## src/rtl/ysyx_23060061_pkg.sv

```systemverilog
// Shared types and constants for the ysyx_23060061 instruction fetch unit.
package ysyx_23060061_pkg;

  typedef enum logic [1:0] {
    IDLE,
    REQ,
    WAIT,
    HOLD
  } ifu_state_t;

  localparam logic [31:0] RESET_PC = 32'h8000_0000;
  localparam logic [31:0] INST_NOP = 32'h0000_0013;

endpackage

```

## src/rtl/ysyx_23060061_ifu_perf.sv

```systemverilog
// Fetch performance counters: delivered instructions and stalled fetch cycles.
// Both counters are 32-bit, reset to zero and wrap on overflow.
module ysyx_23060061_ifu_perf (
  input  logic        clk,
  input  logic        rst,
  input  logic        fetch_inc,
  input  logic        stall_inc,
  output logic [31:0] perf_fetched,
  output logic [31:0] perf_stall
);

  // Count handshakes and stall cycles
  always_ff @(posedge clk or posedge rst) begin
    if (rst) begin
      perf_fetched <= '0;
      perf_stall   <= '0;
    end else begin
      if (fetch_inc) perf_fetched <= perf_fetched + 32'd1;
      if (stall_inc) perf_stall   <= perf_stall + 32'd1;
    end
  end

endmodule

```

## src/rtl/ysyx_23060061_ifu.sv

```systemverilog
// Instruction fetch unit: owns the PC, issues one word fetch at a time and
// hands each instruction to decode over a valid/ready handshake.
// Optional counters are enabled with `define YSYX_23060061_IFU_PERF_EN.
module ysyx_23060061_ifu #(
  parameter logic [31:0] RESET_PC = ysyx_23060061_pkg::RESET_PC
) (
  input  logic        clk,
  input  logic        rst,
  output logic        req_valid,
  input  logic        req_ready,
  output logic [31:0] req_addr,
  input  logic        rsp_valid,
  input  logic [31:0] rsp_data,
  input  logic        rsp_err,
  output logic        inst_valid,
  input  logic        inst_ready,
  output logic [31:0] inst,
  output logic [31:0] inst_pc,
  output logic        inst_fault,
  input  logic        redirect_valid,
  input  logic [31:0] redirect_pc
`ifdef YSYX_23060061_IFU_PERF_EN
  ,
  output logic [31:0] perf_fetched,
  output logic [31:0] perf_stall
`endif
);

  import ysyx_23060061_pkg::*;

  ifu_state_t  state, state_n;
  logic [31:0] pc, pc_n;
  logic        kill, kill_n;
  logic        cap;
  logic [31:0] target;
  logic [31:0] seq_pc;

  // Low address bits of a redirect are dropped; masking keeps every bit in use
  assign target = redirect_pc & 32'hFFFF_FFFC;
  assign seq_pc = pc + 32'd4;

  assign req_valid  = (state == REQ);
  assign req_addr   = pc;
  assign inst_valid = (state == HOLD);

  // Next-state, next-PC and kill logic
  always_comb begin
    state_n = state;
    pc_n    = pc;
    kill_n  = kill;
    cap     = 1'b0;
    unique case (state)
      IDLE: state_n = REQ;
      REQ: begin
        if (redirect_valid) pc_n = target;
        if (req_ready) begin
          state_n = WAIT;
          kill_n  = redirect_valid;
        end
      end
      WAIT: begin
        if (redirect_valid) begin
          pc_n   = target;
          kill_n = 1'b1;
        end
        // A redirect arriving together with the response also kills it
        if (rsp_valid) begin
          kill_n = 1'b0;
          if (kill || redirect_valid) begin
            state_n = REQ;
          end else begin
            cap     = 1'b1;
            state_n = HOLD;
          end
        end
      end
      HOLD: begin
        if (inst_ready) begin
          pc_n    = redirect_valid ? target : seq_pc;
          state_n = REQ;
        end else if (redirect_valid) begin
          pc_n    = target;
          state_n = REQ;
        end
      end
      default: state_n = IDLE;
    endcase
  end

  // State, PC and kill registers
  always_ff @(posedge clk or posedge rst) begin
    if (rst) begin
      state <= IDLE;
      pc    <= RESET_PC;
      kill  <= 1'b0;
    end else begin
      state <= state_n;
      pc    <= pc_n;
      kill  <= kill_n;
    end
  end

  // Instruction output registers, loaded when a live response arrives
  always_ff @(posedge clk or posedge rst) begin
    if (rst) begin
      inst       <= '0;
      inst_pc    <= '0;
      inst_fault <= 1'b0;
    end else if (cap) begin
      inst       <= rsp_data;
      inst_pc    <= pc;
      inst_fault <= rsp_err;
    end
  end

`ifdef YSYX_23060061_IFU_PERF_EN
  ysyx_23060061_ifu_perf u_perf (
    .clk          (clk),
    .rst          (rst),
    .fetch_inc    (inst_valid && inst_ready),
    .stall_inc    ((state == REQ && !req_ready) || (state == WAIT && !rsp_valid)),
    .perf_fetched (perf_fetched),
    .perf_stall   (perf_stall)
  );
`endif

endmodule

```

## config.mk

```make
export PLATFORM = sky130hd
export DESIGN_NAME = ysyx_23060061_ifu
export DESIGN_NICKNAME = d
export VERILOG_FILES = /design/src/rtl/ysyx_23060061_pkg.sv /design/src/rtl/ysyx_23060061_ifu_perf.sv /design/src/rtl/ysyx_23060061_ifu.sv
export SDC_FILE = /design/constraint.sdc
export NUM_CORES = 1
export LEC_CHECK = 0
export ABC_AREA = 1
export CAP_MARGIN = 20
export CORE_MARGIN = 2
export CORE_UTILIZATION = 42
export DETAILED_ROUTE_END_ITERATION = 10
export PLACE_DENSITY = 0.76
export RECOVER_POWER = 50
export SLEW_MARGIN = 20
export SYNTH_ARGS = -nofsm -noshare
export SYNTH_HDL_FRONTEND = slang
export SYNTH_SLANG_ARGS = --single-unit
```

## constraint.sdc

```tcl
create_clock -name clk -period 3.4 [get_ports clk]
set_input_delay 0.68 -clock clk [delete_from_list [all_inputs] [get_ports clk]]
set_output_delay 0.68 -clock clk [all_outputs]
set_load 0.1 [all_outputs]
```

-- Word level (Yosys, flattened, before mapping)
Index checks and enable logic that the tools add are counted.
- register bits: 100
- logic and storage cells: 38
- input bits: 71
- output and inout port bits: 99
- eq/ne operators: 7
- reductions and logical operators: 7
- add/subtract/negate cells: 1
- muxes and demuxes: 17
- operators by type and width (cell ; number):
    $mux W32 ; 3
    $pmux W32 S2 ; 1
    $add A32 B3 Y32 const B ; 1
    $mux W2 ; 5
    $pmux W2 S4 ; 1
    $mux W1 ; 6
    $reduce_and A3 Y1 ; 2
    $eq A2 B2 Y1 const B ; 2
    $reduce_bool A2 Y1 ; 2
    $ne A3 B1 Y1 const B ; 1
    $ne A3 B3 Y1 const B ; 1
    $eq A2 B1 Y1 const B ; 1
    $logic_not A2 Y1 ; 1
    $ne A2 B1 Y1 const B ; 1
    $ne A2 B2 Y1 const B ; 1
    $pmux W1 S2 ; 1
    $reduce_or A2 Y1 ; 1
    $logic_or A1 B1 Y1 ; 1

-- Longest topological paths before layout
- depth in word-level cells: 4
- gate-level depth with buffers: 10

-- Least setup slack after synthesis
No wires, ideal clock.
- path kind: reg2reg
- from: register state[0]
- to: register pc[7] (netlist: req_addr[7])
- required time: 3.262 ns
- period minus slack after synthesis: 2.387 ns
- setup slack: 1.013 ns
- library setup time: 0.138 ns
- path buffers: 1
- stages on the path, launching flop included: 10
- data arrival time: 2.249 ns
- path through: dfrtp_1 -> ha_1 -> nand2_2 -> inv_2 -> buf_4 -> nand2_1 -> nor2_1 -> nand2_1 -> nand3_1 -> o211ai_1
- elaborated cells between the ends (all ways): 6
- classes of those cells: eq/ne (3); mux (1); reduce/logical (2)
- RTL lines (what ; RTL line ; text):
    from (decl) ; ysyx_23060061_ifu.sv:31 ; ifu_state_t state, state_n;
    from (signal assigned) ; ysyx_23060061_ifu.sv:97 ; state <= state_n;
    $eq A2 B2 Y1 * ; - ;
    via inst_valid ; ysyx_23060061_ifu.sv:15 ; output logic inst_valid,
    $pmux W32 S2 / $reduce_bool A2 Y1 (equally long branches) ; - ;
    to (signal assigned) ; ysyx_23060061_ifu.sv:98 ; pc <= pc_n;
    to (decl) ; ysyx_23060061_ifu.sv:32 ; logic [31:0] pc, pc_n;
The timed path passes the listed nets; every way through them passes the cells marked *.
A chain may end at the register's enable or synchronous reset.

-- Final worst setup path
- from: register state[0]
- to: register pc[5] (netlist: req_addr[5])
- word-level cells in the longest chain between the ends: 3
- elaborated cells between the ends (all ways): 6
- classes of those cells: eq/ne (3); mux (1); reduce/logical (2)
- RTL lines (what ; RTL line ; text):
    $eq A2 B1 Y1 / $eq A2 B2 Y1 (equally long branches) ; ysyx_23060061_ifu.sv:52 ; unique case (state)
    $reduce_or A2 Y1 (no line) ; - ;
    $pmux W32 S2 / $reduce_bool A2 Y1 (equally long branches) ; - ;
Several ways; a longest one is shown, not always the timed one.

==> impl_metrics.yaml <==
detailed_routing:
  drt-vias-per-instance: 5.08
  wirelength_um: 13800
  drc: 0
  ant_nets: 0
  firstDrtPassIters: 5
  vias: 4624
  wl_per_cell_um: 15.1
  drt_iter0_markers: 294
floorplan:
  coreArea_um2: 11900
  die_area_um2: 13000
  io_pins: 170
  rows: 40
  die_w_um: 114
  die_h_um: 114
  start_util_pct: 42.5
yosys:
  yosys-top-cells-area: "dfrtp_1 49%, nand2_1 12%, mux2_2 7.6%"
  synth_seq_cells: 100
  synthCells: 597
  synth-seq-area-share_pct: 49.4
  yosysTopAreaCell: "dfrtp_1"
  synth_fp_nets: 674
  yosys.area_share.adder_pct: 1.48
  synth_top_area_share_pct: 48.9
  synth_area_um2: 5060
  synthXorXnorAreaFrac_pct: 0.692
  synth-compound-area-share_pct: 8.77
  synth_top_family_by_area: "simple AND/OR/NAND/NOR gates"
  yosysWarnings: 0
  synth_cell_types: 31
  syn_avg_cell_area_um2: 8.48
  synthSimpleGateAreaFrac_pct: 25.0
  muxShareOfSynthArea_pct: 7.56
status:
  run_status: "finished with violations"
  violations: "max-capacitance violations, max-slew violations"
placed_design:
  hpwlAfterDp_um: 10400
  numPortBuffers: 167
  routabilityCongestion: 0.857
timing:
  tightest_slew_ns: 2.11
  finClkSkew_ns: 0.00632
  relSlewSlack_pct: -40.6
  rsz0062_at_grt: "no"
  finalSetupTns_ns: 0
  fin_crit_ns: 2.70
  post-route-period-util_pct: 79.3
  hold_viol: 0
  setup_viol: 0
  slew_violations: 56
  fmax_mhz: 371
cts:
  clkSinkCount: 100
  clk_pin_slew_ns: 0.07
  numCtsBuffers: 9
  holdBufCountCts: 0
  clock_path_buffers: 2
  htreeDepth: 3
  cts_setup_buffers: 0
  cts.repair.resized: 0
  root_buffer: "clkbuf_16"
  cts_tree: "done"
  insertion_delay_ns: 0.35
layout:
  nets: 837
  drive_above_1_share_pct: 12.6
  n_antenna_cell: 0
  num-fill-cells: 1097
  syn_to_final_growth_pct: 36.0
worst_setup_path:
  criticalPathCategory: "reg -> reg"
  slowest_delay_ns: 0.87
  regToRegStartpoint: "state[0]"
  cp_slowest_cell: "nor2_1"
  worstSetupStartpoint: "state[0]"
  r2r_slack_ns: 0.70
  critPathLaunchType: "register"
  cp_common_cell: "inv_1"
  critical_path.cell_chain: "inv_1 > ha_1 > nor2_1 > inv_1 > a21oi_1 > o21ai_1 > o211ai_1"
  cp-end-kind: "register"
  worstPathRequired_ns: 3.65
  cp_max_fo: 13
  arrival_ns: 2.95
global_route:
  overflow: 0
  grt_pass1_vias: 4429
  grt_pass1_wl_um: 22000
  grt_use_total_pct: 21.4
  antenna_found_initial: 0
  grt_max_degree: 66
min_path:
  hold_path_class: "reg -> reg"
  hold_start: "inst_pc[9]"
run:
  max_cap_violations: 1
[final timing paths]
path	cells past startpoint	end
worst min register to register	2	inst_pc[9]
worst max register to register	7	req_addr[5]
min in group asynchronous	2	req_addr[0]
worst max-delay path	7	req_addr[5]
max in group asynchronous	2	req_addr[24]
worst min-delay path	2	inst_pc[9]
[Yosys cell counts, drive strengths merged]
library cell	count
a32o	1
inv	69
buf	13
a31oi	2
a21oi	18
nand4	12
o31ai	1
dfstp	1
nand3b	3
mux2	34
nor2	55
nand2	166
ha	6
nand3	42
o21ai	51
nor3	3
dfrtp	99
xor2	4
o221ai	2
o22ai	1
clkbuf	8
o211ai	6
[sequential cells by signal (all words and copies together), names as in the netlist]
name,count
kill,1
state,2
req_addr,32
inst,32
inst_fault,1
inst_pc,32
[layout make-up]
class | count | area (um2) | share of cell area (%)
Tap cell | 147 | 184 | 2.67
Timing Repair Buffer | 173 | 1410 | 20.5
Multi-Input combinational cell | 407 | 2210 | 32.1
Clock inverter | 5 | 82.6 | 1.20
Inverter | 69 | 259 | 3.76
Clock buffer | 10 | 239 | 3.47
Sequential cell | 100 | 2500 | 36.3
[worst max-delay path, delay by kind of cell (launching register included)]
| kind | cells | cell delay, ns |
|---|---|---|
| AND/OR/NAND/NOR | 1 | 0.87 |
| flip-flops | 1 | 0.43 |
| AO/OA/AOI/OAI | 3 | 0.42 |
| adder cells (fa/ha/maj) | 1 | 0.39 |
| buffers and inverters | 2 | 0.48 |
[placed cells by master, fill, tap and decap left out, types with 7 or more instances in the layout]
cell             instances
nand3_1                 39
nor2_2                   7
clkbuf_1                48
dfrtp_1                 99
clkdlybuf4s50_1        106
o21ai_0                 49
nor2_1                  41
a21oi_1                 18
buf_4                   17
nand2_1                161
clkbuf_16                9
nand4_1                 12
mux2_2                  34
inv_1                   64
[stage by stage]
stage | worst slack (ns) | std cells | util, % | cell area [um2] | hold WS, ns
CTS | 0.714 | 911 | 59.4 | 7070 | 0.483
finish | 0.703 | 911 | 57.8 | 6890 | 0.487
global route | 0.331 | 911 | 57.8 | 6890 | 0.516
global placement | 0.574 | 896 | 56.7 | 6750 | 0.466
floorplan | 0.103 | 597 | - | 5060 | 0.466
detailed placement | 0.511 | 896 | 56.7 | 6750 | 0.473
[logic make-up (layout without fill, tap and decap cells)]
kind of cell / Yosys count / in the layout
AO/OA/AOI/OAI: 82 / 82
XOR/XNOR: 4 / 4
adder cells (fa/ha/maj): 6 / 6
buffers and inverters: 90 / 257
flip-flops: 100 / 100
multiplexers: 34 / 34
AND/OR/NAND/NOR: 281 / 281
[metal layers]
layer | global-route usage (%) | wire length, um
met1 | 28.9 | 6210
met2 | 35.4 | 6490
met3 | 3.83 | 867
met4 | 6.34 | 210
met5 | 0 | 0
Power is left out: the tool's default activity adds up to more than one toggle a clock period on the data nets, which glitch-free logic cannot reach.
